## config.mk

```make
export PLATFORM = sky130hd
export DESIGN_NAME = stream_fifo
export DESIGN_NICKNAME = d
export VERILOG_FILES = /design/src/rtl/stream_fifo.sv
export SDC_FILE = /design/constraint.sdc
export NUM_CORES = 1
export LEC_CHECK = 0
export BUFFER_PORTS_ARGS = -buffer_cell sky130_fd_sc_hd__buf_2
export CAP_MARGIN = 20
export CORE_UTILIZATION = 57
export DETAILED_ROUTE_END_ITERATION = 8
export PLACE_DENSITY = 0.9
export RECOVER_POWER = 100
export REMOVE_ABC_BUFFERS = 1
export SETUP_SLACK_MARGIN = 0.05
export SLEW_MARGIN = 10
export SYNTH_ARGS = -nofsm -noshare
export SYNTH_HDL_FRONTEND = slang
export SYNTH_SLANG_ARGS = --single-unit
```

## constraint.sdc

```tcl
create_clock -name i_clk -period 2.56 [get_ports i_clk]
set_input_delay 0.64 -clock i_clk [delete_from_list [all_inputs] [get_ports i_clk]]
set_output_delay 0.64 -clock i_clk [all_outputs]
set_load 0.01 [all_outputs]
```

## src/rtl/stream_fifo.sv

```systemverilog
// First-word-fall-through FIFO with valid/ready handshakes on both sides.
// Occupancy and almost-full flag support upstream flow control.
module stream_fifo #(
    parameter int WIDTH       = 10,
    parameter int DEPTH       = 4,
    parameter int AFULL_LEVEL = 3
) (
    input  logic                       i_clk,
    input  logic                       i_rst,
    input  logic                       i_push_valid,
    output logic                       o_push_ready,
    input  logic [WIDTH-1:0]           i_push_data,
    output logic                       o_pop_valid,
    input  logic                       i_pop_ready,
    output logic [WIDTH-1:0]           o_pop_data,
    output logic [$clog2(DEPTH+1)-1:0] o_count,
    output logic                       o_almost_full
);

    localparam int AW = $clog2(DEPTH);
    localparam int CW = $clog2(DEPTH+1);

    logic [WIDTH-1:0] mem [DEPTH];
    logic [AW-1:0]    wr_ptr;
    logic [AW-1:0]    rd_ptr;
    logic [CW-1:0]    count;
    logic             full;
    logic             empty;
    logic             push;
    logic             pop;

    // Full/empty come from the count so pointers may wrap freely.
    always_comb begin
        full          = (count == CW'(DEPTH));
        empty         = (count == '0);
        o_push_ready  = !full;
        o_pop_valid   = !empty;
        o_pop_data    = mem[rd_ptr];
        o_count       = count;
        o_almost_full = (count >= CW'(AFULL_LEVEL));
        push          = i_push_valid && !full;
        pop           = i_pop_ready && !empty;
    end

    always_ff @(posedge i_clk or negedge i_rst) begin
        if (!i_rst) begin
            for (int unsigned i = 0; i < DEPTH; i++) begin
                mem[i] <= '0;
            end
            wr_ptr <= '0;
            rd_ptr <= '0;
            count  <= '0;
        end else begin
            if (push) begin
                mem[wr_ptr] <= i_push_data;
                wr_ptr      <= wr_ptr + 1'b1;
            end
            if (pop) begin
                rd_ptr <= rd_ptr + 1'b1;
            end
            case ({push, pop})
                2'b10:   count <= count + 1'b1;
                2'b01:   count <= count - 1'b1;
                default: count <= count;
            endcase
        end
    end

endmodule

```

==> impl_metrics.sql, run 1 <==
INSERT INTO impl_metrics (metric_group, metric, value, unit) VALUES
('timing', 'worst_slew_pin_slew', '1.02', 'ns'),
('route', 'topRoutingLayerUsed', 'met4', ''),
('place', 'hpwlAfterDp', '3070', 'um'),
('route', 'detail_route.vias_per_cell', '5.63', ''),
('cts', 'clk-insertion-delay-late', '0.30', 'ns'),
('yosys', 'synth_commonest_cells', 'sky130_fd_sc_hd__dfrtp_1, sky130_fd_sc_hd__mux2_4, sky130_fd_sc_hd__mux4_2', ''),
('critical_path', 'setup.worst_path.end_class', 'output port', ''),
('grt', 'grt_max_degree', '20', ''),
('critical_path', 'start_kind', 'flip-flop', ''),
('route', 'drt-initial-drc-count', '53', ''),
('timing', 'layout_worst_path_cycle_share', '91.5', '%'),
('yosys', 'synth_edf_count', '0', ''),
('power', 'p_clk_share', '16.5', '%'),
('floorplanning', 'fp-row-count', '22', ''),
('timing', 'grt_setup_unrepaired', 'no', ''),
('cts', 'h_tree_levels', '2', ''),
('cells_and_area', 'final_area', '2430', 'sq um'),
('yosys', 'synth_largest_type_area_fraction', '50.4', '%'),
('critical_path', 'worst-path-max-fanout', '5', ''),
('cts', 'inserted_clock_buffers', '5', ''),
('floorplanning', 'design.portCount', '30', ''),
('cts', 'clkTransAtPathRegs', '0.09', 'ns'),
('power', 'switchingPower', '1.14', 'mW'),
('power', 'power.share.switching', '34.5', '%'),
('cells_and_area', 'layout-drive-gt1-share', '25.0', '%'),
('power', 'sequentialPowerShare', '42.9', '%'),
('route', 'route.layer.met1.wl', '1800', 'um'),
('timing', 'finalWorstPathRequiredPeriod', '2.34', 'ns'),
('power', 'p_leak', '1.08', 'nW'),
('cells_and_area', 'area_delta_synth_final', '4.13', '%'),
('grt', 'first_global_vias', '1384', ''),
('timing', 'final.setup_skew', '0.00734', 'ns'),
('timing', 'layout_setup_ws', '0.217', 'ns'),
('worst_hold_path', 'worstHoldPathType', 'primary input to async pin', ''),
('yosys', 'synth_async_sr_flop_share', '100', '%'),
('route', 'ant_nets', '0', ''),
('cells_and_area', 'fillerInstances', '310', ''),
('yosys', 'synth.lib_cells_used.distinct', '20', ''),
('cts', 'post_cts_resized', '0', ''),
('place', 'finalWeightedCongestion', '0.703', ''),
('job', 'maxCapViolations', '0', ''),
('timing', 'timing_limited_maximum_frequency', '427', 'MHz'),
('route', 'drt_pre_antenna_iters', '3', ''),
('timing', 'slew_violations', '0', ''),
('power', 'share_comb_of_total_power', '40.6', '%'),
('critical_path', 'cp_required', '1.92', 'ns'),
('route', 'drc_violation_count_after_routing', '0', ''),
('cts', 'post-cts-setup-buffers', '0', ''),
('grt', 'grtUsageTotal', '23.5', '%'),
('critical_path', 'startpoint', 'rd_ptr[0]$_DFFE_PN0P_', ''),
('cts', 'clkSinkCount', '47', ''),
('cts', 'cts.root.buffer_cell', 'sky130_fd_sc_hd__clkbuf_8', ''),
('timing', 'finalHoldViolCount', '0', ''),
('timing', 'slew-limit-headroom', '32.1', '%'),
('timing', 'whs', '0.346', 'ns'),
('yosys', 'synth-seq-area-share', '50.4', '%'),
('floorplanning', 'fp.dieW', '66.0', 'um'),
('yosys', 'yosys.area.top_type', 'sky130_fd_sc_hd__dfrtp_1', ''),
('yosys', 'most_numerous_cell_in_the_yosys_netlist', 'sky130_fd_sc_hd__dfrtp_1', ''),
('cts', 'tritoncts', 'yes', ''),
('grt', 'global_route_wire_length_before_repair', '7250', 'um'),
('timing', 'setup_viol', '0', ''),
('place', 'place_area', '2500', 'sq um'),
('route', 'wl', '4160', 'um'),
('place', 'port_buffers', '29', ''),
('yosys', 'synth-main-ff-cell', 'sky130_fd_sc_hd__dfrtp_1', ''),
('run_status', 'status', 'complete, no violations', ''),
('route', 'dr_wl_met3', '137', 'um'),
('floorplanning', 'core_area', '3800', 'sq um'),
('critical_path', 'rr_startpoint', 'o_count[1]$_DFFE_PN0P_', ''),
('floorplanning', 'initial_core_util', '61.4', '%');
==> critical path: stages (launching register included) <==
cell	delay [ns]
sky130_fd_sc_hd__dfrtp_1	0.45
sky130_fd_sc_hd__clkbuf_2	0.27
sky130_fd_sc_hd__mux4_2	0.54
sky130_fd_sc_hd__clkbuf_1	0.14
==> placed cells by master (no fill, tap or decap), drive strengths merged <==
cell type,Yosys,final
fa,1,1
a21o,1,1
or3b,1,1
and3,4,4
mux4,10,10
mux2i,1,1
clkinv,0,2
mux2,41,41
or3,1,1
xnor2,3,3
ha,5,5
buf,6,14
inv,5,5
o31a,1,1
clkbuf,1,24
nand2,2,2
bufinv,0,1
xor2,3,3
dfrtp,47,47
nor2,1,1
==> final timing paths <==
kind | endpoint | slack [ns] | cells past startpoint
worst max register to register | o_count[2]$_DFFE_PN0P_ | 0.26 | 8
max in group asynchronous | mem[27]$_DFFE_PN0P_ | 0.85 | 2
worst min-delay path | mem[20]$_DFFE_PN0P_ | 0.35 | 1
min in group i_clk | mem[17]$_DFFE_PN0P_ | 0.49 | 1
worst max-delay path | o_pop_data[8] | 0.22 | 3
worst min register to register | mem[17]$_DFFE_PN0P_ | 0.49 | 1
==> area by class of cell <==
type / instances / area, sq um / area share, %
clock buffers: 5 / 68.8 / 2.83
inverters: 5 / 18.8 / 0.772
repair buffers: 33 / 144 / 5.92
flip-flops and latches: 47 / 1180 / 48.4
multi-input cells: 75 / 918 / 37.8
well taps: 48 / 60.1 / 2.47
clock inverters: 3 / 43.8 / 1.80
==> per-stage QoR <==
stage,util [%],instances
final,64.0,216
after global routing,64.0,216
after CTS,68.9,216
after detailed placement,65.9,208
after global placement,65.9,208
after floorplan,-,127
==> kinds of logic (layout without fill, tap and decap cells) <==
logic type / after synthesis / after routing / synth area share (%)
compound gates: 2 / 2 / 0.804
simple gates: 9 / 9 / 3.11
fa+ha+maj: 6 / 6 / 3.54
xor+xnor: 6 / 6 / 2.25
buf+inv: 12 / 46 / 3.59
flops: 47 / 47 / 50.4
mux: 52 / 52 / 36.3
==> metal layers <==
layer  GRT usage (%)  vias to the layer above
met5               0                        -
met2            37.6                       29
li1                -                      543
met1            31.2                      635
met4            9.57                        0
met3            4.83                        8
==> sequential cells by signal (all words and copies together), names as in the netlist <==
register  count
mem          40
o_count       3
rd_ptr        2
wr_ptr        2
==> power groups by stage <==
stage	registers [mW]	clock network (mW)	logic, mW
after floorplan	1.37	0	1.28
after global placement	1.39	0	1.67
after CTS	1.43	0.556	1.74
after global routing	1.47	0.590	1.45
final	1.41	0.542	1.33
after detailed placement	1.45	0	1.74
(Power assumes the default switching activity.)
==> run 2: changes to the inputs <==
clock period = 2.5 ns   (was 2.56 ns; I/O delays follow)
==> impl_metrics.sql, run 2 (synthesized netlist as in run 1, its figures left out) <==
INSERT INTO impl_metrics (metric_group, metric, value, unit) VALUES
('critical_path', 'worst-path-max-fanout', '7', ''),
('cells_and_area', 'largest_register', 'mem', ''),
('floorplanning', 'die_h', '66.0', 'um'),
('cells_and_area', 'fillerInstances', '322', ''),
('power', 'cellPowerDensity', '1350', 'nW/um^2'),
('cts', 'buffer_levels_on_the_longest_clock_path', '2', ''),
('timing', 'grt_setup_unrepaired', 'no', ''),
('route', 'ant_nets', '0', ''),
('cts', 'post_cts_resized', '0', ''),
('timing', 'finalHoldViolCount', '0', ''),
('floorplanning', 'fp.dieW', '66.0', 'um'),
('run_status', 'status', 'complete, no violations', ''),
('grt', 'global_route_wire_length_before_repair', '7090', 'um'),
('place', 'place_area', '2500', 'sq um'),
('cells_and_area', 'layout.cells.most_common', 'sky130_fd_sc_hd__dfrtp_1', ''),
('cts', 'h_tree_levels', '2', ''),
('timing', 'slew_violations', '0', ''),
('floorplanning', 'die-area', '4350', 'sq um'),
('cells_and_area', 'final-instance-count-excl-fill', '216', ''),
('timing', 'final.setup_skew', '0.00672', 'ns'),
('timing', 'tns', '0', 'ns'),
('timing', 'slew-limit-headroom', '27.6', '%'),
('timing', 'layout_worst_path_cycle_share', '88.6', '%'),
('cts', 'cts_hold_repair.buffers', '0', ''),
('route', 'post_drt_wl_per_cell', '18.2', 'um'),
('cells_and_area', 'layout-drive-gt1-share', '23.2', '%'),
('cells_and_area', 'area_delta_synth_final', '3.06', '%'),
('cells_and_area', 'area_of_the_multi_input_gates', '918', 'sq um'),
('cts', 'post-cts-setup-buffers', '0', ''),
('place', 'place.detailed.instances', '208', ''),
('grt', 'first_global_vias', '1401', ''),
('place', 'pre_cts_slack', '0.277', 'ns'),
('floorplanning', 'core_area', '3800', 'sq um'),
('timing', 'finalWorstPathRequiredPeriod', '2.22', 'ns'),
('place', 'hpwlAfterDp', '2910', 'um'),
('worst_hold_path', 'min_delay_path_depth', '1', ''),
('cells_and_area', 'max_ffs_per_register', '40', ''),
('cts', 'cts.root.buffer_cell', 'sky130_fd_sc_hd__clkbuf_8', ''),
('route', 'routed_vias', '1227', ''),
('critical_path', 'r2r_cells', '8', ''),
('grt', 'antenna_found_initial', '0', ''),
('worst_hold_path', 'worstHoldPathType', 'flip-flop to flip-flop', ''),
('floorplanning', 'fp-row-count', '22', ''),
('route', 'detail_route.vias_per_cell', '5.68', ''),
('cts', 'tritoncts', 'yes', ''),
('route', 'drt_pre_antenna_iters', '4', ''),
('floorplanning', 'design.portCount', '30', ''),
('timing', 'layout_setup_ws', '0.284', 'ns'),
('cells_and_area', 'final_area', '2400', 'sq um'),
('cells_and_area', 'n_antenna_cell', '0', ''),
('cts', 'inserted_clock_buffers', '5', ''),
('place', 'port_buffers', '29', ''),
('critical_path', 'timing_worst_setup_path_type', 'flip-flop to flip-flop', ''),
('power', 'vdd_ir_drop_max', '0.662', 'mV'),
('power', 'p_leak', '1.06', 'nW'),
('route', 'wl', '3930', 'um'),
('timing', 'worst_slew_pin_slew', '1.09', 'ns'),
('grt', 'grt_max_degree', '23', ''),
('timing', 'timing_limited_maximum_frequency', '451', 'MHz'),
('cells_and_area', 'mostFrequentLayoutCells', 'sky130_fd_sc_hd__dfrtp_1, sky130_fd_sc_hd__mux2_1, sky130_fd_sc_hd__clkbuf_1', ''),
('floorplanning', 'initial_core_util', '61.4', '%'),
('cts', 'clkTransAtPathRegs', '0.08', 'ns'),
('grt', 'grtUsageTotal', '22.8', '%'),
('timing', 'setup_viol', '0', ''),
('cells_and_area', 'seqCellArea', '1180', 'sq um'),
('route', 'drt-initial-drc-count', '44', ''),
('cts', 'clk-insertion-delay-late', '0.29', 'ns'),
('critical_path', 'crit_arrival', '2.44', 'ns'),
('critical_path', 'start_kind', 'flip-flop', ''),
('critical_path', 'cp_required', '2.72', 'ns'),
('cts', 'clkSinkCount', '47', ''),
('route', 'drc_violation_count_after_routing', '0', ''),
('grt', 'overflow', '0', ''),
('cells_and_area', 'nNetsFinal', '187', ''),
('critical_path', 'setup.worst_path.end_class', 'flip-flop', ''),
('place', 'finalWeightedCongestion', '0.686', ''),
('job', 'maxCapViolations', '0', '');
-- run 2: cell types whose count changed in the layout (fill, tap and decap cells not counted) --
cell	previous run	this run
sky130_fd_sc_hd__buf_2	14	12
sky130_fd_sc_hd__buf_4	0	2
sky130_fd_sc_hd__bufinv_16	1	0
sky130_fd_sc_hd__clkinvlp_4	0	1
sky130_fd_sc_hd__clkbuf_1	17	20
sky130_fd_sc_hd__clkbuf_2	2	0
sky130_fd_sc_hd__clkinv_4	1	0
-- run 2: worst paths after layout --
path                                   startpoint                endpoint  slack, ns
max reg2reg                o_count[0]$_DFFE_PN0P_  o_count[2]$_DFFE_PN0P_       0.28
min                           mem[14]$_DFFE_PN0P_     mem[14]$_DFFE_PN0P_       0.49
max                        o_count[0]$_DFFE_PN0P_  o_count[2]$_DFFE_PN0P_       0.28
max in group asynchronous                   i_rst     mem[25]$_DFFE_PN0P_       0.81
min in group asynchronous                   i_rst      mem[6]$_DFFE_PN0P_       0.50
min reg2reg                   mem[14]$_DFFE_PN0P_     mem[14]$_DFFE_PN0P_       0.49
-- run 2: final cells by class --
| cell class | instances | area share, % |
|---|---|---|
| Clock buffer | 6 | 3.02 |
| Clock inverter | 2 | 0.520 |
| Inverter | 5 | 0.780 |
| Multi-Input combinational cell | 75 | 38.2 |
| Sequential cell | 47 | 48.9 |
| Tap cell | 48 | 2.50 |
| Timing Repair Buffer | 33 | 6.09 |
-- run 2: metrics by stage --
step / total power [mW] / hold WS [ns] / util [%]
after floorplan: 2.72 / 0.329 / -
after global placement: 3.15 / 0.488 / 65.9
after detailed placement: 3.25 / 0.487 / 65.9
after CTS: 3.70 / 0.274 / 68.1
after global routing: 3.48 / 0.512 / 63.3
final: 3.24 / 0.491 / 63.3
-- run 2: metal layers --
metal | track usage [%] | vias up | routed length [um]
met5 | 0 | - | 0
met4 | 6.91 | 0 | 42
met3 | 5.86 | 5 | 189
met2 | 37.5 | 32 | 2040
met1 | 29.9 | 643 | 1660
li1 | - | 547 | -
-- run 2: power by group --
group          internal [mW]  leakage, nW  total, mW  switching (mW)
Combinational          0.755        0.463       1.37           0.619
Clock                  0.195       0.0412      0.434           0.239
Sequential              1.16        0.556       1.43           0.275
Total                   2.11         1.06       3.24            1.13
-- run 2: critical path: stages (launching register included) --
cell,delay [ns]
sky130_fd_sc_hd__dfrtp_1,0.46
sky130_fd_sc_hd__or3b_1,0.47
sky130_fd_sc_hd__nand2_1,0.17
sky130_fd_sc_hd__ha_1,0.20
sky130_fd_sc_hd__inv_1,0.06
sky130_fd_sc_hd__fa_1,0.37
sky130_fd_sc_hd__xor2_1,0.15
sky130_fd_sc_hd__nor2_1,0.12
sky130_fd_sc_hd__xor2_1,0.15
==> run 3: changes to the inputs <==
CORE_UTILIZATION = 61   (was 57)
PLACE_DENSITY = 0.94   (was 0.9)
clock period = 2.8 ns   (was 2.5 ns; I/O delays follow)
==> impl_metrics.sql, run 3 (synthesized netlist as in run 1, its figures left out) <==
INSERT INTO impl_metrics (metric_group, metric, value, unit) VALUES
('critical_path', 'critical-path-top-cell-by-count', 'sky130_fd_sc_hd__clkbuf_1', ''),
('cells_and_area', 'n_antenna_cell', '0', ''),
('grt', 'overflow', '0', ''),
('cells_and_area', 'largest_register', 'mem', ''),
('power', 'cellPowerDensity', '1240', 'nW/um^2'),
('cells_and_area', 'nNetsFinal', '186', ''),
('run_status', 'status', 'complete, no violations', ''),
('timing', 'final.setup_skew', '0.00769', 'ns'),
('cts', 'tritoncts', 'yes', ''),
('route', 'drt_pre_antenna_iters', '4', ''),
('place', 'place.detailed.instances', '206', ''),
('route', 'drt-initial-drc-count', '46', ''),
('power', 'vdd_ir_drop_max', '0.593', 'mV'),
('cts', 'inserted_clock_buffers', '5', ''),
('cells_and_area', 'final-instance-count-excl-fill', '215', ''),
('floorplanning', 'die_h', '63.9', 'um'),
('place', 'finalWeightedCongestion', '0.774', ''),
('place', 'port_buffers', '29', ''),
('critical_path', 'cp_required', '2.10', 'ns'),
('grt', 'grtUsageTotal', '23.5', '%'),
('cts', 'h_tree_levels', '2', ''),
('route', 'detail_route.vias_per_cell', '5.58', ''),
('timing', 'layout_worst_path_cycle_share', '89.1', '%'),
('cts', 'cts_hold_repair.buffers', '0', ''),
('grt', 'grt_max_degree', '48', ''),
('timing', 'timing_limited_maximum_frequency', '401', 'MHz'),
('place', 'pre_cts_slack', '0.583', 'ns'),
('cells_and_area', 'layout.cells.most_common', 'sky130_fd_sc_hd__dfrtp_1', ''),
('grt', 'antenna_found_initial', '0', ''),
('timing', 'finalWorstPathRequiredPeriod', '2.49', 'ns'),
('cts', 'cts.root.buffer_cell', 'sky130_fd_sc_hd__clkbuf_8', ''),
('timing', 'layout_setup_ws', '0.306', 'ns'),
('cells_and_area', 'fillerInstances', '296', ''),
('floorplanning', 'initial_core_util', '63.7', '%'),
('route', 'ant_nets', '0', ''),
('route', 'routed_vias', '1199', ''),
('cells_and_area', 'area_delta_synth_final', '4.93', '%'),
('timing', 'worst_slew_pin_slew', '0.698', 'ns'),
('worst_hold_path', 'worstHoldPathType', 'primary input to async pin', ''),
('cts', 'post-cts-setup-buffers', '0', ''),
('critical_path', 'crit_buf_inv', '2', ''),
('critical_path', 'worst-path-max-fanout', '5', ''),
('cts', 'post_cts_resized', '0', ''),
('cells_and_area', 'final_util', '66.9', '%'),
('cts', 'clk-insertion-delay-late', '0.30', 'ns'),
('timing', 'slew-limit-headroom', '53.4', '%'),
('critical_path', 'timing_worst_setup_path_type', 'flip-flop to output port', ''),
('cts', 'clkSinkCount', '47', ''),
('floorplanning', 'die-area', '4080', 'sq um'),
('critical_path', 'cp_slowest_stage_delay', '0.55', 'ns'),
('cells_and_area', 'layout-drive-gt1-share', '25.1', '%'),
('floorplanning', 'fp-row-count', '22', ''),
('power', 'p_leak', '1.09', 'nW'),
('cts', 'clkTransAtPathRegs', '0.09', 'ns'),
('place', 'place_area', '2490', 'sq um'),
('timing', 'tns', '0', 'ns'),
('critical_path', 'crit_path_cell_trace', 'clkbuf_1 > mux4_2 > clkbuf_1', ''),
('critical_path', 'setup.worst_path.end_class', 'output port', ''),
('floorplanning', 'fp.dieW', '63.9', 'um'),
('timing', 'slew_violations', '0', ''),
('floorplanning', 'design.portCount', '30', ''),
('grt', 'first_global_vias', '1372', ''),
('route', 'drc_violation_count_after_routing', '0', ''),
('grt', 'global_route_wire_length_before_repair', '7060', 'um'),
('critical_path', 'crit_arrival', '1.79', 'ns'),
('route', 'post_drt_wl_per_cell', '19.2', 'um'),
('floorplanning', 'core_area', '3660', 'sq um'),
('critical_path', 'start_kind', 'flip-flop', ''),
('cells_and_area', 'final_area', '2450', 'sq um'),
('cells_and_area', 'max_ffs_per_register', '40', ''),
('critical_path', 'timing.critical_path.max_delay_family', 'multiplexers', ''),
('cts', 'buffer_levels_on_the_longest_clock_path', '2', ''),
('timing', 'finalHoldViolCount', '0', ''),
('timing', 'setup_viol', '0', ''),
('cells_and_area', 'mostFrequentLayoutCells', 'sky130_fd_sc_hd__dfrtp_1, sky130_fd_sc_hd__mux2_1, sky130_fd_sc_hd__clkbuf_1', ''),
('critical_path', 'rrSetupSlack', '0.59', 'ns'),
('critical_path', 'crit_path_max_delay_cell_type', 'sky130_fd_sc_hd__mux4_2', ''),
('job', 'maxCapViolations', '0', ''),
('timing', 'grt_setup_unrepaired', 'no', ''),
('route', 'wl', '4130', 'um'),
('place', 'hpwlAfterDp', '2930', 'um');
[run 3: report_power, final]
| part | switching [mW] | internal, mW | total, mW |
|---|---|---|---|
| clock | 0.226 | 0.289 | 0.515 |
| sequential | 0.260 | 1.03 | 1.29 |
| combinational | 0.547 | 0.680 | 1.23 |
| total | 1.03 | 2.00 | 3.03 |
[run 3: layout make-up]
type | count | area (sq um) | area share (%)
clock inverter | 2 | 35.0 | 1.43
multi-input combinational | 75 | 918 | 37.5
tap | 48 | 60.1 | 2.45
sequential | 47 | 1180 | 48.0
timing repair buffer | 32 | 158 | 6.44
inverter | 5 | 18.8 | 0.766
clock buffer | 6 | 82.6 | 3.37
[run 3: path summary, 6_finish.rpt]
| check | cells past startpoint | to | from |
|---|---|---|---|
| min in group i_clk | 1 | mem[1]$_DFFE_PN0P_ | mem[1]$_DFFE_PN0P_ |
| worst min register to register | 1 | mem[1]$_DFFE_PN0P_ | mem[1]$_DFFE_PN0P_ |
| worst max-delay path | 3 | o_pop_data[8] | rd_ptr[0]$_DFFE_PN0P_ |
| worst max register to register | 8 | o_count[2]$_DFFE_PN0P_ | o_count[0]$_DFFE_PN0P_ |
| worst min-delay path | 1 | mem[30]$_DFFE_PN0P_ | i_rst |
| max in group asynchronous | 2 | mem[21]$_DFFE_PN0P_ | i_rst |
[run 3: metrics by stage]
| step | hold slack [ns] | power [mW] |
|---|---|---|
| 6_report | 0.400 | 3.03 |
| 5_1_grt | 0.451 | 3.23 |
| 4_1_cts | 0.514 | 3.43 |
| 3_5_place_dp | 0.493 | 2.91 |
| 3_3_place_gp | 0.489 | 2.80 |
| 2_1_floorplan | 0.404 | 2.43 |
[run 3: worst register-to-register path, stage by stage (launching register included)]
cell	delay (ns)
sky130_fd_sc_hd__dfrtp_1	0.46
sky130_fd_sc_hd__or3b_1	0.46
sky130_fd_sc_hd__nand2_1	0.17
sky130_fd_sc_hd__ha_1	0.20
sky130_fd_sc_hd__inv_1	0.06
sky130_fd_sc_hd__fa_1	0.37
sky130_fd_sc_hd__xor2_1	0.15
sky130_fd_sc_hd__nor2_1	0.11
sky130_fd_sc_hd__xor2_1	0.16
[run 3: metal layers]
layer	track usage (%)	vias up	wire, um
li1	-	541	-
met1	30.2	627	1800
met2	39.5	26	2150
met3	6.25	5	134
met4	6.25	0	40
met5	0	-	0
